### src/rtl/rgb_converter_arbiter.sv
// Round-robin arbiter sharing one RGB converter between requesters A and B.
// Grants are registered one-cycle pulses; each grant launches a tag through a
// LATENCY-deep pipeline so the converter result is routed back to its owner.
module rgb_converter_arbiter #(
  parameter int LATENCY = 1
) (
  input  logic        clk,
  input  logic        rst_n,
  input  logic        req_a,
  input  logic [2:0]  colour_a,
  output logic        gnt_a,
  output logic [23:0] rgb_a,
  output logic        valid_a,
  input  logic        req_b,
  input  logic [2:0]  colour_b,
  output logic        gnt_b,
  output logic [23:0] rgb_b,
  output logic        valid_b,
  output logic [2:0]  conv_colour,
  output logic        conv_enable,
  input  logic [23:0] conv_rgb
);

  // ptr = 0: A owns priority on a tie, ptr = 1: B owns it
  logic               ptr;
  logic               elig_a, elig_b, win_a, win_b;
  // tag pipeline: stage 0 is loaded from the grant register, so the last
  // stage lines up with the edge at which conv_rgb already holds the result
  logic [LATENCY-1:0] vld_pipe;
  logic [LATENCY-1:0] id_pipe;   // 1 = B

  // eligibility excludes the requester granted this cycle (no back-to-back)
  always_comb begin
    elig_a = req_a & ~gnt_a;
    elig_b = req_b & ~gnt_b;
    win_a  = elig_a & (~elig_b | ~ptr);
    win_b  = elig_b & ~win_a;
  end

  // grant pulses, converter drive and priority pointer
  always_ff @(posedge clk or negedge rst_n) begin
    if (!rst_n) begin
      gnt_a       <= 1'b0;
      gnt_b       <= 1'b0;
      conv_enable <= 1'b0;
      conv_colour <= 3'd0;
      ptr         <= 1'b0;
    end else begin
      gnt_a       <= win_a;
      gnt_b       <= win_b;
      conv_enable <= win_a | win_b;
      if (win_a)      conv_colour <= colour_a;
      else if (win_b) conv_colour <= colour_b;
      if (win_a)      ptr <= 1'b1;
      else if (win_b) ptr <= 1'b0;
    end
  end

  // tag shift register tracking in-flight lookups through the converter
  always_ff @(posedge clk or negedge rst_n) begin
    if (!rst_n) begin
      vld_pipe <= '0;
      id_pipe  <= '0;
    end else begin
      vld_pipe[0] <= gnt_a | gnt_b;
      id_pipe[0]  <= gnt_b;
      for (int i = 1; i < LATENCY; i++) begin
        vld_pipe[i] <= vld_pipe[i-1];
        id_pipe[i]  <= id_pipe[i-1];
      end
    end
  end

  // return path: capture converter output for the tag leaving the pipeline
  always_ff @(posedge clk or negedge rst_n) begin
    if (!rst_n) begin
      valid_a <= 1'b0;
      valid_b <= 1'b0;
      rgb_a   <= 24'd0;
      rgb_b   <= 24'd0;
    end else begin
      valid_a <= vld_pipe[LATENCY-1] & ~id_pipe[LATENCY-1];
      valid_b <= vld_pipe[LATENCY-1] &  id_pipe[LATENCY-1];
      if (vld_pipe[LATENCY-1] & ~id_pipe[LATENCY-1]) rgb_a <= conv_rgb;
      if (vld_pipe[LATENCY-1] &  id_pipe[LATENCY-1]) rgb_b <= conv_rgb;
    end
  end

endmodule

### config.mk
export PLATFORM = sky130hd
export DESIGN_NAME = rgb_converter_arbiter
export DESIGN_NICKNAME = d
export VERILOG_FILES = /design/src/rtl/rgb_converter_arbiter.sv
export SDC_FILE = /design/constraint.sdc
export NUM_CORES = 1
export LEC_CHECK = 0
export CORE_MARGIN = 4
export CORE_UTILIZATION = 40
export CTS_BUF_LIST = sky130_fd_sc_hd__clkbuf_4 sky130_fd_sc_hd__clkbuf_8
export CTS_CLUSTER_SIZE = 40
export DETAILED_ROUTE_END_ITERATION = 7
export GPL_ROUTABILITY_DRIVEN = 0
export HOLD_SLACK_MARGIN = 0.05
export PLACE_DENSITY_LB_ADDON = 0.15
export SLEW_MARGIN = 10
export SYNTH_ARGS = -nofsm -noshare
export SYNTH_HDL_FRONTEND = slang
export SYNTH_SLANG_ARGS = --single-unit
### constraint.sdc
create_clock -name clk -period 1.28 [get_ports clk]
set_input_delay 0.32 -clock clk [delete_from_list [all_inputs] [get_ports clk]]
set_output_delay 0.32 -clock clk [all_outputs]
set_load 0.02 [all_outputs]
## Word level (Yosys, flattened, before mapping)

Cells that the tools add are included.

- Mux-type cells: 4
- Bitwise operators: 15
- Reductions and logical operators: 1

Operators by type and width:

| operator | count |
|---|---|
| $and A1 B1 Y1 | 6 |
| $mux W3 | 2 |
| $not A1 Y1 | 6 |
| $or A1 B1 Y1 | 3 |
| $mux W1 | 2 |
| $reduce_bool A2 Y1 | 1 |

- Register bits after elaboration: 59
- Output and inout port bits: 56
- Word-level logic and storage cells: 31

## Depth between registers and ports, before layout

- Depth after elaboration: 9
- Depth in mapped cells: 4
- Depth with buffers taken out: 3

## Worst setup path before layout

Ideal clock, no wire load.

- Path type: register to register
- From: register id_pipe
- To: register rgb_a[10]
- Arrival time: 1,081 ps
- Data required time: 1,155 ps
- Setup slack: 74 ps
- Stages on the path, launching flop included: 5
- Buffers on the path: 2
- Period minus slack after synthesis: 1,206 ps
- Cells stage by stage: dfrtp_1 -> nor2b_4 -> buf_6 -> buf_6 -> mux2_4

- Cells in the longest elaborated chain, start to end: 2

Ends and longest elaborated chain:

| item | RTL line | RTL |
|---|---|---|
| start, declared | 30 | `logic [LATENCY-1:0] id_pipe;` |
| start signal, assigned by index | 69 | `id_pipe[i] <= id_pipe[i-1];` |
| $not A1 Y1 | 84 | `if (vld_pipe[LATENCY-1] & ~id_pipe[LATENCY-1]) rgb_a <= conv_rgb;` |
| $and A1 B1 Y1 | 84 |  |
| end signal, assigned | 84 |  |
| end, declared | 12 | `output logic [23:0] rgb_a,` |

Every way passes these cells.
A chain may end at the register's enable or synchronous reset.

## Worst setup path after layout

- From: register gnt_a
- To: register conv_colour[2]

- Cells in the longest elaborated chain, start to end: 6
- Elaborated cells between the ends (all ways): 7

Ends and longest elaborated chain:

| item | RTL line | RTL |
|---|---|---|
| start, declared | 11 | `output logic gnt_a,` |
| start signal, assigned | 49 | `gnt_a <= win_a;` |
| $not A1 Y1 | 34 | `elig_a = req_a & ~gnt_a;` |
| $and A1 B1 Y1 | 34 |  |
| $and A1 B1 Y1 | 36 | `win_a = elig_a & (~elig_b \| ~ptr);` |
| $not A1 Y1 | 37 | `win_b = elig_b & ~win_a;` |
| $and A1 B1 Y1 | 37 |  |
| net win_b | 26 | `logic elig_a, elig_b, win_a, win_b;` |
| $reduce_bool A2 Y1 (no source line) | -- |  |
| end signal, assigned | 52 | `if (win_a) conv_colour <= colour_a;` |
| end signal, assigned | 53 | `else if (win_b) conv_colour <= colour_b;` |
| end, declared | 19 | `output logic [2:0] conv_colour,` |

The timed path passes the listed nets, and every way through them passes these cells.

==> run_results.csv <==
group,metric,value,unit
yosys,synthFlopType,"dfrtp_1",
placed_design,place_inst,304,
finish,n_antenna_cell,0,
yosys,ys_types,17,
timing,fin_ws,-0.00494,ns
global_routing,grt_pass1_wl,8850,µm
timing,fin_crit_sh,1.00,
power,sw_frac_of_total,0.352,
yosys,synthTopCellsByArea,"dfrtp_1, mux2_2, mux2_4",
floorplan,fp.dieH,83.7,µm
finish,syn2layout_area_growth,45.2,%
placed_design,port_buffers,89,
clock_network,cts_tree,"done",
yosys,yosys.area.top_type_share,0.643,
yosys,synth_top_cell_by_area,"dfrtp_1",
power,power.leakage,1.60,nW
floorplan,core_area,0.00554,mm²
yosys,async_flop_share,1.00,
yosys,synth_edf_count,0,
yosys,yosysWarnings,0,
floorplan,ios,90,
timing,rsz0062_at_grt,"yes",
power,p_int,0.00501,W
routing,drcViolationCount,0,
outcome,failed_checks,"setup timing",
finish,fin_util,0.601,
power,power_frac_clock,0.208,
yosys,synthTopCellsByCount,"dfrtp_1, mux2_2, mux2_4",
floorplan,rows,27,
floorplan,fp.dieArea,0.00701,mm²
placed_design,dpl_cell_area,0.00334,mm²
setup_path,critPathKind,"flop to flop",
clock_network,clk_latency,0.32,ns
run,cap_violations,0,
power,worst_ir_drop_vdd,0.992,mV
routing,via_per_inst,4.74,
floorplan,start_util,0.414,
global_routing,grt_overflow_total,0,
timing,skew,0.00616,ns
setup_path,crit_slowest_cell,"dfrtp_1",
timing,max_freq,778,MHz
routing,antenna_left,0,
timing,period_needed,1.28,ns
clock_network,clockRootBuffer,"clkbuf_8",
yosys,synthSimpleGateAreaFrac,0.0294,
setup_path,critical_path_buf_inv_count,1,
power,seqPwrFrac,0.388,
yosys,yosysSeqAreaShare,0.643,
yosys,syn-instance-count,138,
routing,wl_per_cell,16.6,µm
routing,finalWirelength,5330,µm
yosys,synthesis.nets,172,
finish,largestRegisters,"rgb_a x24, rgb_b x24, conv_colour x3",
finish,finish.net_count,278,
finish,drive_gt1_frac,0.574,
setup_path,crit_chain,"buf_6, nand2b_4, o21a_4, a221oi_2",
routing,num_vias,1523,
yosys,yosysMostFrequentCell,"dfrtp_1",
setup_path,start_kind,"flop",
routing,drt_pass1_iterations,4,
yosys,synth_compound_area_frac,0.0207,
finish,fin_area,0.00333,mm²
yosys,syn_area,0.00229,mm²
global_routing,grt_pass1_vias,1704,
timing,finalSetupViolCount,1,
timing,hold_viol,0,
setup_path,cp-end-kind,"flop",
yosys,syn_avg_cell_area,16.6,µm²
setup_path,cpPeakStageDelay,0.41,ns
placed_design,dp_hpwl,3760,µm
setup_path,r2r_slack,-0.005,ns
yosys,synth_top_family_by_area,"multiplexers",
outcome,outcome,"finished, violations left",
clock_network,numCtsBuffers,9,
yosys,synth_fa_ha_area_frac,0,
placed_design,pre_cts_ws,-0.427,ns
global_routing,grt_max_degree,60,
global_routing,grtUsageTotal,0.158,
global_routing,antenna_found_initial,0,
setup_path,arrival,1.49,ns
setup_path,critical_path.max_fanout,4,
power,combPwrFrac,0.405,
timing,finalHoldWorstSlack,0.498,ns
routing,drt_iter0_drc,51,
power,p_switching,0.00272,W
yosys,ys_seq_elements,59,
yosys,synth_xor_area_frac,0,
floorplan,fp.dieW,83.7,µm
setup_path,required,1.49,ns
yosys,synthMuxAreaShare,0.267,
timing,worst_pin_slew,0.307,ns
clock_network,clockBufferDepth,2,
clock_network,path_clk_slew,0.06,ns
timing,relSlewSlack,0.794,
clock_network,cts.sinks,59,
min_path,hp-class,"flop to flop",
setup_path,critPathTopFamily,"compound AO/OA/AOI/OAI gates",
finish,layoutNonFillerInstCount,321,
power,power_density,2320,mW/mm²
clock_network,htreeDepth,3,
timing,slew_viol_final,0,
==> logic make-up (layout without fill, tap and decap cells) <==
family,count (synthesis),count (layout)
flip-flops,59,59
multiplexers,48,48
buffers and inverters,14,125
AND/OR/NAND/NOR,11,11
AO/OA/AOI/OAI,6,6
==> what timing repair did <==
| item | in CTS | in global routing |
|---|---|---|
| hold endpoints to repair | 59 | 0 |
| endpoints found under the setup margin | 59 | 9 |
| setup buffers | 0 | 0 |
| pin swaps | 0 | 2 |
| hold buffers | 1 | 0 |
| gates resized for setup | 219 | 15 |
==> layout make-up <==
cell class                      count  area [µm²]
Fill cell                         472        2210
Sequential cell                    59        1480
Multi-Input combinational cell     65         778
Timing Repair Buffer              101         758
Clock buffer                       15         194
Tap cell                           72        90.1
Inverter                            8        30.0
Clock inverter                      1        5.00
==> worst paths after layout <==
path,cells after the start,start,end
setup / recovery,4,gnt_a$_DFF_PN0_,conv_colour[2]$_DFFE_PN0P_
hold / removal,1,rgb_b[22]$_DFFE_PN0P_,rgb_b[22]$_DFFE_PN0P_
setup reg to reg,4,gnt_a$_DFF_PN0_,conv_colour[2]$_DFFE_PN0P_
hold reg to reg,1,rgb_b[22]$_DFFE_PN0P_,rgb_b[22]$_DFFE_PN0P_
max in group asynchronous,3,rst_n,ptr$_DFFE_PN0P_
min in group asynchronous,3,rst_n,rgb_a[15]$_DFFE_PN0P_
==> power groups by stage <==
stage / logic (W) / clock network, W / registers (W)
global placement: 0.00374 / 0 / 0.00299
detailed placement: 0.00380 / 0 / 0.00305
global route: 0.00333 / 0.00175 / 0.00309
CTS: 0.00316 / 0.00166 / 0.00300
finish: 0.00313 / 0.00161 / 0.00300
floorplan: 0.00104 / 0 / 0.00388
==> through the flow <==
stage	total power (W)	TNS [ns]
2_1_floorplan	0.00492	0
3_3_place_gp	0.00674	-1.01
3_5_place_dp	0.00685	-1.73
4_1_cts	0.00782	-0.107
5_1_grt	0.00817	-0.126
6_report	0.00773	-0.00494
==> worst reg2reg max path, cell delays in order, from the launching register on <==
cell      delay [ns]
dfrtp_1         0.41
buf_6           0.14
nand2b_4        0.14
o21a_4          0.24
a221oi_2        0.26
==> cells in the final DEF, fill, tap and decap left out, drive strengths merged <==
cell / netlist / routed
nand2: 1 / 1
dlygate4sd3: 0 / 1
clkbuf: 0 / 15
nor2b: 3 / 3
mux2: 48 / 48
clkinv: 0 / 1
o21a: 1 / 1
or2: 1 / 1
clkdlybuf4s50: 0 / 32
a221oi: 3 / 3
nor3: 3 / 3
nor2: 2 / 2
a21oi: 2 / 2
nand2b: 1 / 1
dfrtp: 59 / 59
inv: 8 / 8
buf: 6 / 67
clkdlybuf4s15: 0 / 1
==> layer usage <==
layer	GRT usage	vias to the layer above	share of wire
met5	0	-	0
met4	0.0658	0	0.020
met3	0.0464	13	0.062
met2	0.265	65	0.51
met1	0.190	760	0.41
li1	-	685	-
Note: power is estimated with default switching activity, not from simulation.
